$ cat config.mk
export PLATFORM = sky130hd
export DESIGN_NAME = gecko_dec
export DESIGN_NICKNAME = d
export VERILOG_FILES = /design/src/rtl/gecko_pkg.sv /design/src/rtl/gecko_keyseq.sv /design/src/rtl/gecko_dec.sv
export SDC_FILE = /design/constraint.sdc
export NUM_CORES = 1
export LEC_CHECK = 0
export ABC_CLOCK_PERIOD_IN_PS = 4850
export CAP_MARGIN = 25
export CORE_MARGIN = 1.5
export CORE_UTILIZATION = 40
export CTS_BUF_LIST = sky130_fd_sc_hd__clkbuf_8
export DETAILED_ROUTE_END_ITERATION = 8
export PLACE_DENSITY = 0.89
export RECOVER_POWER = 100
export SLEW_MARGIN = 5
export SYNTH_ARGS = -nofsm -noshare
export SYNTH_HDL_FRONTEND = slang
export SYNTH_SLANG_ARGS = --single-unit
$ cat constraint.sdc
create_clock -name clk -period 4.85 [get_ports clk]
set_clock_uncertainty 0.15 [all_clocks]
set_input_delay 0.7275 -clock clk [delete_from_list [all_inputs] [get_ports clk]]
set_output_delay 0.7275 -clock clk [all_outputs]
set_load 0.02 [all_outputs]
$ cat src/rtl/gecko_pkg.sv
// gecko_pkg: shared key-load constants and state encoding for the gecko decryptor
package gecko_pkg;
  localparam int KEY_LENGTH_DEF = 7;
  localparam int LOAD_CYCLES = 16;
  localparam logic [4:0] LOAD_LAST = 5'(LOAD_CYCLES - 1);
  typedef enum logic {KEYLOAD, STREAM} state_t;
endpackage

$ cat src/rtl/gecko_keyseq.sv
// gecko_keyseq: key-load sequencer feeding key bytes to the generator, then switching to STREAM
module gecko_keyseq
  import gecko_pkg::*;
#(
  parameter int KEY_LENGTH = KEY_LENGTH_DEF
) (
  input  logic                    clk,
  input  logic                    rst_n,
  input  logic [KEY_LENGTH*8-1:0] key_in,
  output logic                    g_clken,
  output logic [7:0]              g_key,
  output logic                    stream
);
  state_t state, state_nx;
  logic [4:0] cnt;
  logic [7:0] key_b [32];
  // Bytes past the key length are zero padding for the remaining load cycles
  for (genvar g = 0; g < 32; g++) begin : g_kb
    if (g < KEY_LENGTH) begin : g_on
      assign key_b[g] = key_in[g*8 +: 8];
    end else begin : g_off
      assign key_b[g] = 8'h00;
    end
  end
  always_ff @(posedge clk)
    if (!rst_n) begin
      state <= KEYLOAD;
      cnt <= '0;
    end else begin
      state <= state_nx;
      cnt <= state == KEYLOAD ? cnt + 5'd1 : cnt;
    end
  always_comb begin
    state_nx = state == KEYLOAD && cnt == LOAD_LAST ? STREAM : state;
  end
  assign g_clken = rst_n;
  assign g_key = rst_n && state == KEYLOAD ? key_b[cnt] : 8'h00;
  assign stream = state == STREAM;
endmodule

$ cat src/rtl/gecko_dec.sv
// gecko_dec: stream decryptor XORing ciphertext with generator keystream after a 16-cycle key load.
// Optional GECKO_DEC_BYPASS_EN adds a bypass input that forwards bytes without consuming keystream.
module gecko_dec
  import gecko_pkg::*;
#(
  parameter int KEY_LENGTH = KEY_LENGTH_DEF
) (
  input  logic                    clk,
  input  logic                    rst_n,
  input  logic [KEY_LENGTH*8-1:0] key_in,
`ifdef GECKO_DEC_BYPASS_EN
  input  logic                    bypass,
`endif
  output logic                    g_clken,
  output logic [7:0]              g_key,
  input  logic                    g_ready,
  input  logic [7:0]              g_dout,
  output logic                    g_next,
  input  logic                    s_valid,
  input  logic [7:0]              s_data,
  output logic                    s_ready,
  output logic                    m_valid,
  output logic [7:0]              m_data,
  input  logic                    m_ready,
  output logic                    key_done
);
  logic stream, ks_valid, acc, byp;
  logic [7:0] ks_buf;
  gecko_keyseq #(.KEY_LENGTH(KEY_LENGTH)) u_keyseq (
    .clk     (clk),
    .rst_n   (rst_n),
    .key_in  (key_in),
    .g_clken (g_clken),
    .g_key   (g_key),
    .stream  (stream)
  );
`ifdef GECKO_DEC_BYPASS_EN
  assign byp = bypass;
`else
  assign byp = 1'b0;
`endif
  assign key_done = stream;
  assign g_next = rst_n & stream & g_ready & ~ks_valid;
  assign s_ready = rst_n & stream & (ks_valid | byp) & (~m_valid | m_ready);
  assign acc = s_valid & s_ready;
  always_ff @(posedge clk)
    if (!rst_n) begin
      ks_valid <= 1'b0;
      ks_buf <= 8'h00;
      m_valid <= 1'b0;
      m_data <= 8'h00;
    end else begin
      ks_valid <= g_next | (ks_valid & ~(acc & ~byp));
      ks_buf <= g_next ? g_dout : ks_buf;
      m_valid <= acc | (m_valid & ~m_ready);
      m_data <= acc ? (byp ? s_data : s_data ^ ks_buf) : m_data;
    end
endmodule

Word-level counts from Yosys, hierarchy flattened

Index checks and enable logic that the tools add are counted.

$add $sub $neg: 1
Div/mod/pow operators: 0
$mul: 0
Multiplexer cells: 4
Magnitude comparators: 1
Reductions and logical operators: 2
Bitwise gates (word level): 18
Shifts and indexed selects: 0
Equality and inequality tests: 1

Operator list:

| cell                                                            | count |
|---|---|
| 8-bit binary-select mux with 5-bit select                       | 1 |
| 8-bit 2-to-1 mux                                                | 3 |
| 1-bit bitwise AND                                               | 8 |
| 8-bit bitwise XOR                                               | 1 |
| 6-bit greater-or-equal comparator, second input constant        | 1 |
| 5-bit NOT with 6-bit output                                     | 1 |
| 5-bit by 1-bit adder with 5-bit output, second input constant   | 1 |
| 5-bit by 4-bit == test with 1-bit output, second input constant | 1 |
| 1-bit NOT                                                       | 5 |
| 1-bit bitwise OR                                                | 3 |
| 1-bit logical AND                                               | 2 |

Memories: 0
Output and inout bits: 21
ROM bits: 0
RAM bits: 0
Latch bits: 0
Register bits after elaboration: 24

Logic depth before layout (Yosys ltp)

Depth after elaboration: 7
Mapped depth: 6
Gate-level depth less buffers: 5

Modules after synthesis

Synthesis repeated with hierarchy kept, for this count alone.

Cell total of the unflattened synthesis: 157
Area, all modules: 1581.5 um2

Modules (own cells, without submodules):

| module       | times used | area an instance (um2) | cells an instance |
|---|---|---|---|
| gecko_keyseq | 1          | 802.0                  | 76 |
| gecko_dec    | 1          | 779.5                  | 81 |

Worst setup path before layout

Ideal clock, no wire load.

Path type: input port to output port
From: input port rst_n
To: output port g_key[6]
Cell stages on the path: 3
Path buffers: 1
Required time: 3.973 ns
Path slack: 2.312 ns
Arrival time: 1.660 ns
Cells stage by stage: buf_4 nand3_1 a211oi_1

Cells in the longest elaborated chain, start to end: 2

Ends and longest elaborated chain:

| what               | line               | RTL |
|---|---|---|
| start: declaration | gecko_dec.sv:9     | `input logic rst_n,` |
| 1-bit logical AND  | gecko_keyseq.sv:37 | `assign g_key = rst_n && state == KEYLOAD ? key_b[cnt] : 8'h00;` |
| 8-bit 2-to-1 mux   | gecko_keyseq.sv:37 |  |
| end: declaration   | gecko_dec.sv:15    | `output logic [7:0] g_key,` |

Every way passes these cells.

Worst setup path after layout

From: input port rst_n
To: output port g_next

Cells in the longest elaborated chain, start to end: 3

Ends and longest elaborated chain:

| what                            | line            | RTL |
|---|---|---|
| 1-bit bitwise AND (3 in series) | gecko_dec.sv:43 | `assign g_next = rst_n & stream & g_ready & ~ks_valid;` |
| end: declaration                | gecko_dec.sv:18 | `output logic g_next,` |

Every way passes these cells.

==> run summary <==
Static timing analysis puts the maximum clock frequency at about 250 MHz. The total global routing track utilization is 0.211. The setup TNS after final layout is 0 ns.

Summed over all nets, the switching power comes to roughly 0.00012 W. Of all nets on the critical path, the largest fanout is 27. The first-pass GRT wire length is approximately 7000 um. The core footprint is roughly 3700 um2.

Summed over all nets, wire length on met3 after detailed routing comes to ~430 um. The uppermost layer routed is met4. For the worst setup path, the data required time is just under 4 ns. The number of vias per cell after detailed routing came out at about 5. Counting every net in the synthesized netlist gives 233. The worst setup path is launched from an input port. The slack of the worst reg-to-reg path is 2.72 ns. The endpoint identified for the worst register-to-register timing path is u_keyseq.cnt[4]. Entering global routing, the biggest net connects 28 pins. The count of routing violations after the opening detailed-route iteration came out at 62. The depth of the CTS H-tree is 1. The leakage power of the design came out at about 1 nW. Of the total synthesized cell area, the portion taken by full adders, half adders and majority gates is 0.0164. STA classifies the critical path endpoint as an output port.

The TritonCTS sink count is 24. In the finished design, the share of the clock period the worst path needs comes to 0.830. The number of global-route vias before repair was approximately 1500. The signal on the critical path passes through dlygate4sd3_1 > clkbuf_1 > nand4b_4 > inv_2 > clkdlybuf4s50_1. The biggest cell delay along the critical path is about 0.74 ns. The die covers around 4200 um2. For this block, the routed nets add up to between 4000 and 5000 um of wire. The tightest hold margin is between 0.3 and 0.4 ns.

In the final layout, the share of cells above drive strength 1 is 0.0615. The global route total overflow came out at 0. The count of instances resized after the clock tree is built came out at 0. The slew at the pin closest to its max-slew limit is ~1 ns.

The relative slew slack is 0.341. The number of buffers added by the clock tree synthesis step came out at 3. The maximum buffer depth of the clock tree came out at 2.

After detailed routing, the met2 layer carries 2150 um of wire. After clock tree synthesis, the clock-pin slew on the worst setup and hold paths is roughly 0.08 ns. In this run the critical register-to-register path is launched from u_keyseq.cnt[1]. The register area share after synthesis is 0.316. Once placement finished, the instance area stood at roughly 2500 um2. The total number of nets in the final design is 324. The critical path ends at g_next. The register bit total from synthesis came out at 24.

The number of max-cap violations came out at 0. The signed area change from the synthesized netlist to the final layout is 66.2%. TritonCTS built the clock tree.

The power share of the clock group came out at 0.325. The final weighted congestion in routability-driven placement is around 0.75. The cell count after synthesis came out at approximately 150. The fraction of power consumed by sequential logic is 0.393. The area of the mapped netlist came out at about 1500 um2. OpenSTA, run right after detailed placement, puts the worst setup slack at about 1.5 ns. The number of antenna diodes is 0. The hold buffer count at cts came out at 0. The finished cells cover between 2000 and 3000 um2. The distinct cell type count after synthesis came out at 27.

The clock tree root buffer cell is sky130_fd_sc_hd__clkbuf_8. The setup path with the least slack is of type in -> out. The first-pass iteration count of the detailed router is 4.

The routed layout has ~1500 vias. The number of antenna violations at the first check in global routing came to 0. The count of final max-slew check failures came out at 0.

The worst-path cell with the longest stage delay is sky130_fd_sc_hd__clkbuf_1. The mean instance size in the synthesized netlist came out at 9.89 um2. The I/O pin count came out at 98. The detailed-placement wirelength estimate is 3540 um.

Setup repair after global routing left no endpoint under its margin. In the final routing, the length of wire on met1 measures 1770 um. The per-cell routed wire length is 15.0 um. The post-CTS setup-driven buffer insertion count came out at 0. The complex-gate fraction of the synthesized area is 0.144. Across all setup checks in the final design, the least slack found is 0.824 ns.

In this run, placement finished with an instance count of 288. The internal power of the cells totals 0.000411 W. The final antenna-violating net count is 0. The horizontal die dimension came out at 64.7 um. The switching power share of the total is 0.228. The post-synthesis xor/xnor area fraction came out at 0.0633. The logic depth of the worst register-to-register path came out at 5. The path class of the tightest hold or removal check is reg -> reg.

The part of the power in combinational logic is 0.283. The flow ran to the end, and the final reports show no timing, DRC or antenna violations. After synthesis, the largest family of logic cells by area is multiplexers. After detailed routing, the number of remaining DRC violations is 0. The time the final worst path needs with I/O delays and setup came out at about 4.0 ns. The worst-skew pair later-pin latency is approximately 0.26 ns. In this run the power density over the cells is roughly 210 nW/um2. Data arrives at the worst endpoint at between 3 and 4 ns.

Of the post-synthesis cell area, the part taken by muxes is 0.230. The port buffer count came out at slightly below 100. The starting density of the core is 0.416. The critical path starts at rst_n.

The worst vdd rail ir drop is ~200 uV. Setup violations remaining at the end of the flow were counted as 0. Row generation in the floorplan step produced 22 rows. The hold violation total from the final report came out at 0. After the flow finishes, the layout carries non-filler instances totaling between 200 and 300.

The height of the chip came out at 64.7 um. The synthesized-area fraction occupied by and/or/nand/nor cells came out at 0.157. The Yosys step of the flow raised 0 warnings.
-- metrics by stage --
stage | power [W] | util
2_1_floorplan | 0.000288 | -
3_3_place_gp | 0.000366 | 0.673
3_5_place_dp | 0.000369 | 0.673
4_1_cts | 0.000539 | 0.692
5_1_grt | 0.000554 | 0.691
6_report | 0.000532 | 0.691
-- power by group through the flow --
stage          Clock [W]  Sequential, W  Combinational, W
2_1_floorplan          0       0.000205         0.0000829
3_3_place_gp           0       0.000213          0.000153
3_5_place_dp           0       0.000213          0.000155
4_1_cts         0.000175       0.000209          0.000156
5_1_grt         0.000183       0.000210          0.000161
6_report        0.000173       0.000209          0.000150
-- cell type report --
class                      count  area (um2)
clock buffer                   3        41.3
clock inverter                 1        30.0
fill                         284        1130
inverter                       2        7.51
multi-input combinational    115         930
sequential                    24         480
tap                           48        60.1
timing repair buffer          99         982
-- registers in the layout (all words and copies together), names as in the netlist --
register and cells:
m_data 8, u_keyseq.stream 1, ks_valid 1, m_valid 1, ks_buf 8, u_keyseq.cnt 5
-- cell usage after synthesis --
master | number | share of area
sky130_fd_sc_hd__nand2_1 | 25 | 0.062
sky130_fd_sc_hd__dfxtp_1 | 24 | 0.32
sky130_fd_sc_hd__mux2i_1 | 17 | 0.11
sky130_fd_sc_hd__xnor2_1 | 11 | 0.063
sky130_fd_sc_hd__nor2_1 | 9 | 0.022
sky130_fd_sc_hd__a211oi_1 | 8 | 0.039
sky130_fd_sc_hd__a2bb2oi_1 | 8 | 0.046
sky130_fd_sc_hd__mux4_2 | 8 | 0.12
sky130_fd_sc_hd__a21boi_0 | 7 | 0.035
sky130_fd_sc_hd__buf_4 | 6 | 0.030
sky130_fd_sc_hd__and2_1 | 5 | 0.021
sky130_fd_sc_hd__buf_6 | 3 | 0.022
sky130_fd_sc_hd__clkbuf_1 | 3 | 0.0074
sky130_fd_sc_hd__a21boi_1 | 2 | 0.0099
sky130_fd_sc_hd__and3_1 | 2 | 0.0082
sky130_fd_sc_hd__ha_1 | 2 | 0.016
sky130_fd_sc_hd__nand2b_1 | 2 | 0.0082
sky130_fd_sc_hd__nand3_1 | 2 | 0.0066
sky130_fd_sc_hd__nor2b_1 | 2 | 0.0082
sky130_fd_sc_hd__a31o_1 | 1 | 0.0058
sky130_fd_sc_hd__buf_8 | 1 | 0.0099
sky130_fd_sc_hd__inv_1 | 1 | 0.0025
sky130_fd_sc_hd__inv_2 | 1 | 0.0025
sky130_fd_sc_hd__nand4b_1 | 1 | 0.0058
sky130_fd_sc_hd__nand4b_4 | 1 | 0.016
sky130_fd_sc_hd__o21a_1 | 1 | 0.0049
sky130_fd_sc_hd__o21ai_0 | 1 | 0.0033
-- layout by cell type (no fill, tap or decap) --
cell type / instances
sky130_fd_sc_hd__nand4b_4: 1
sky130_fd_sc_hd__inv_1: 1
sky130_fd_sc_hd__clkdlybuf4s50_1: 76
sky130_fd_sc_hd__a211oi_1: 8
sky130_fd_sc_hd__nand3_1: 2
sky130_fd_sc_hd__ha_1: 2
sky130_fd_sc_hd__dlygate4sd3_1: 21
sky130_fd_sc_hd__nand4b_1: 1
sky130_fd_sc_hd__mux4_2: 8
sky130_fd_sc_hd__nand2_1: 25
sky130_fd_sc_hd__clkbuf_1: 1
sky130_fd_sc_hd__o21ai_0: 1
sky130_fd_sc_hd__nor2_1: 9
sky130_fd_sc_hd__a21boi_1: 1
sky130_fd_sc_hd__buf_4: 1
sky130_fd_sc_hd__o21a_1: 1
sky130_fd_sc_hd__xnor2_1: 11
sky130_fd_sc_hd__a31o_1: 1
sky130_fd_sc_hd__nor2b_1: 2
sky130_fd_sc_hd__dfxtp_1: 24
sky130_fd_sc_hd__and2_0: 2
sky130_fd_sc_hd__and3_1: 2
sky130_fd_sc_hd__a2bb2oi_1: 8
sky130_fd_sc_hd__bufinv_16: 1
sky130_fd_sc_hd__clkbuf_8: 3
sky130_fd_sc_hd__mux2i_1: 17
sky130_fd_sc_hd__and2_1: 3
sky130_fd_sc_hd__inv_2: 1
sky130_fd_sc_hd__nand2b_1: 2
sky130_fd_sc_hd__a21boi_0: 8
-- cell families (layout without fill, tap and decap cells) --
kind of cell    after synthesis  after routing
xor+xnor                     11             11
flops                        24             24
simple gates                 49             49
compound gates               28             28
buf+inv                      15            105
fa+ha+maj                     2              2
mux                          25             25
-- critical path, delay by kind of cell --
family                 cells  cell delay, ns
AND/OR/NAND/NOR            1            0.27
buffers and inverters      4            2.14
-- metal layers --
layer / track usage / vias up
met5: 0 / -
met1: 0.242 / 683
met2: 0.380 / 73
met3: 0.0677 / 5
li1: - / 726
met4: 0.0479 / 0
-- worst min-delay path by stage --
stage | from | to | slack, ns | cells past startpoint
final | m_data[3] | m_data[3] | 0.31 | 2
after CTS | m_data[3] | m_data[3] | 0.32 | 2
after floorplan | ks_buf[0] | ks_buf[0] | 0.30 | 2
after global routing | m_data[2] | m_data[2] | 0.33 | 2
after detailed placement | m_data[7] | m_data[7] | 0.31 | 2
after global placement | m_data[5] | m_data[5] | 0.30 | 2
No activity file was read; power rests on OpenSTA's default activity.
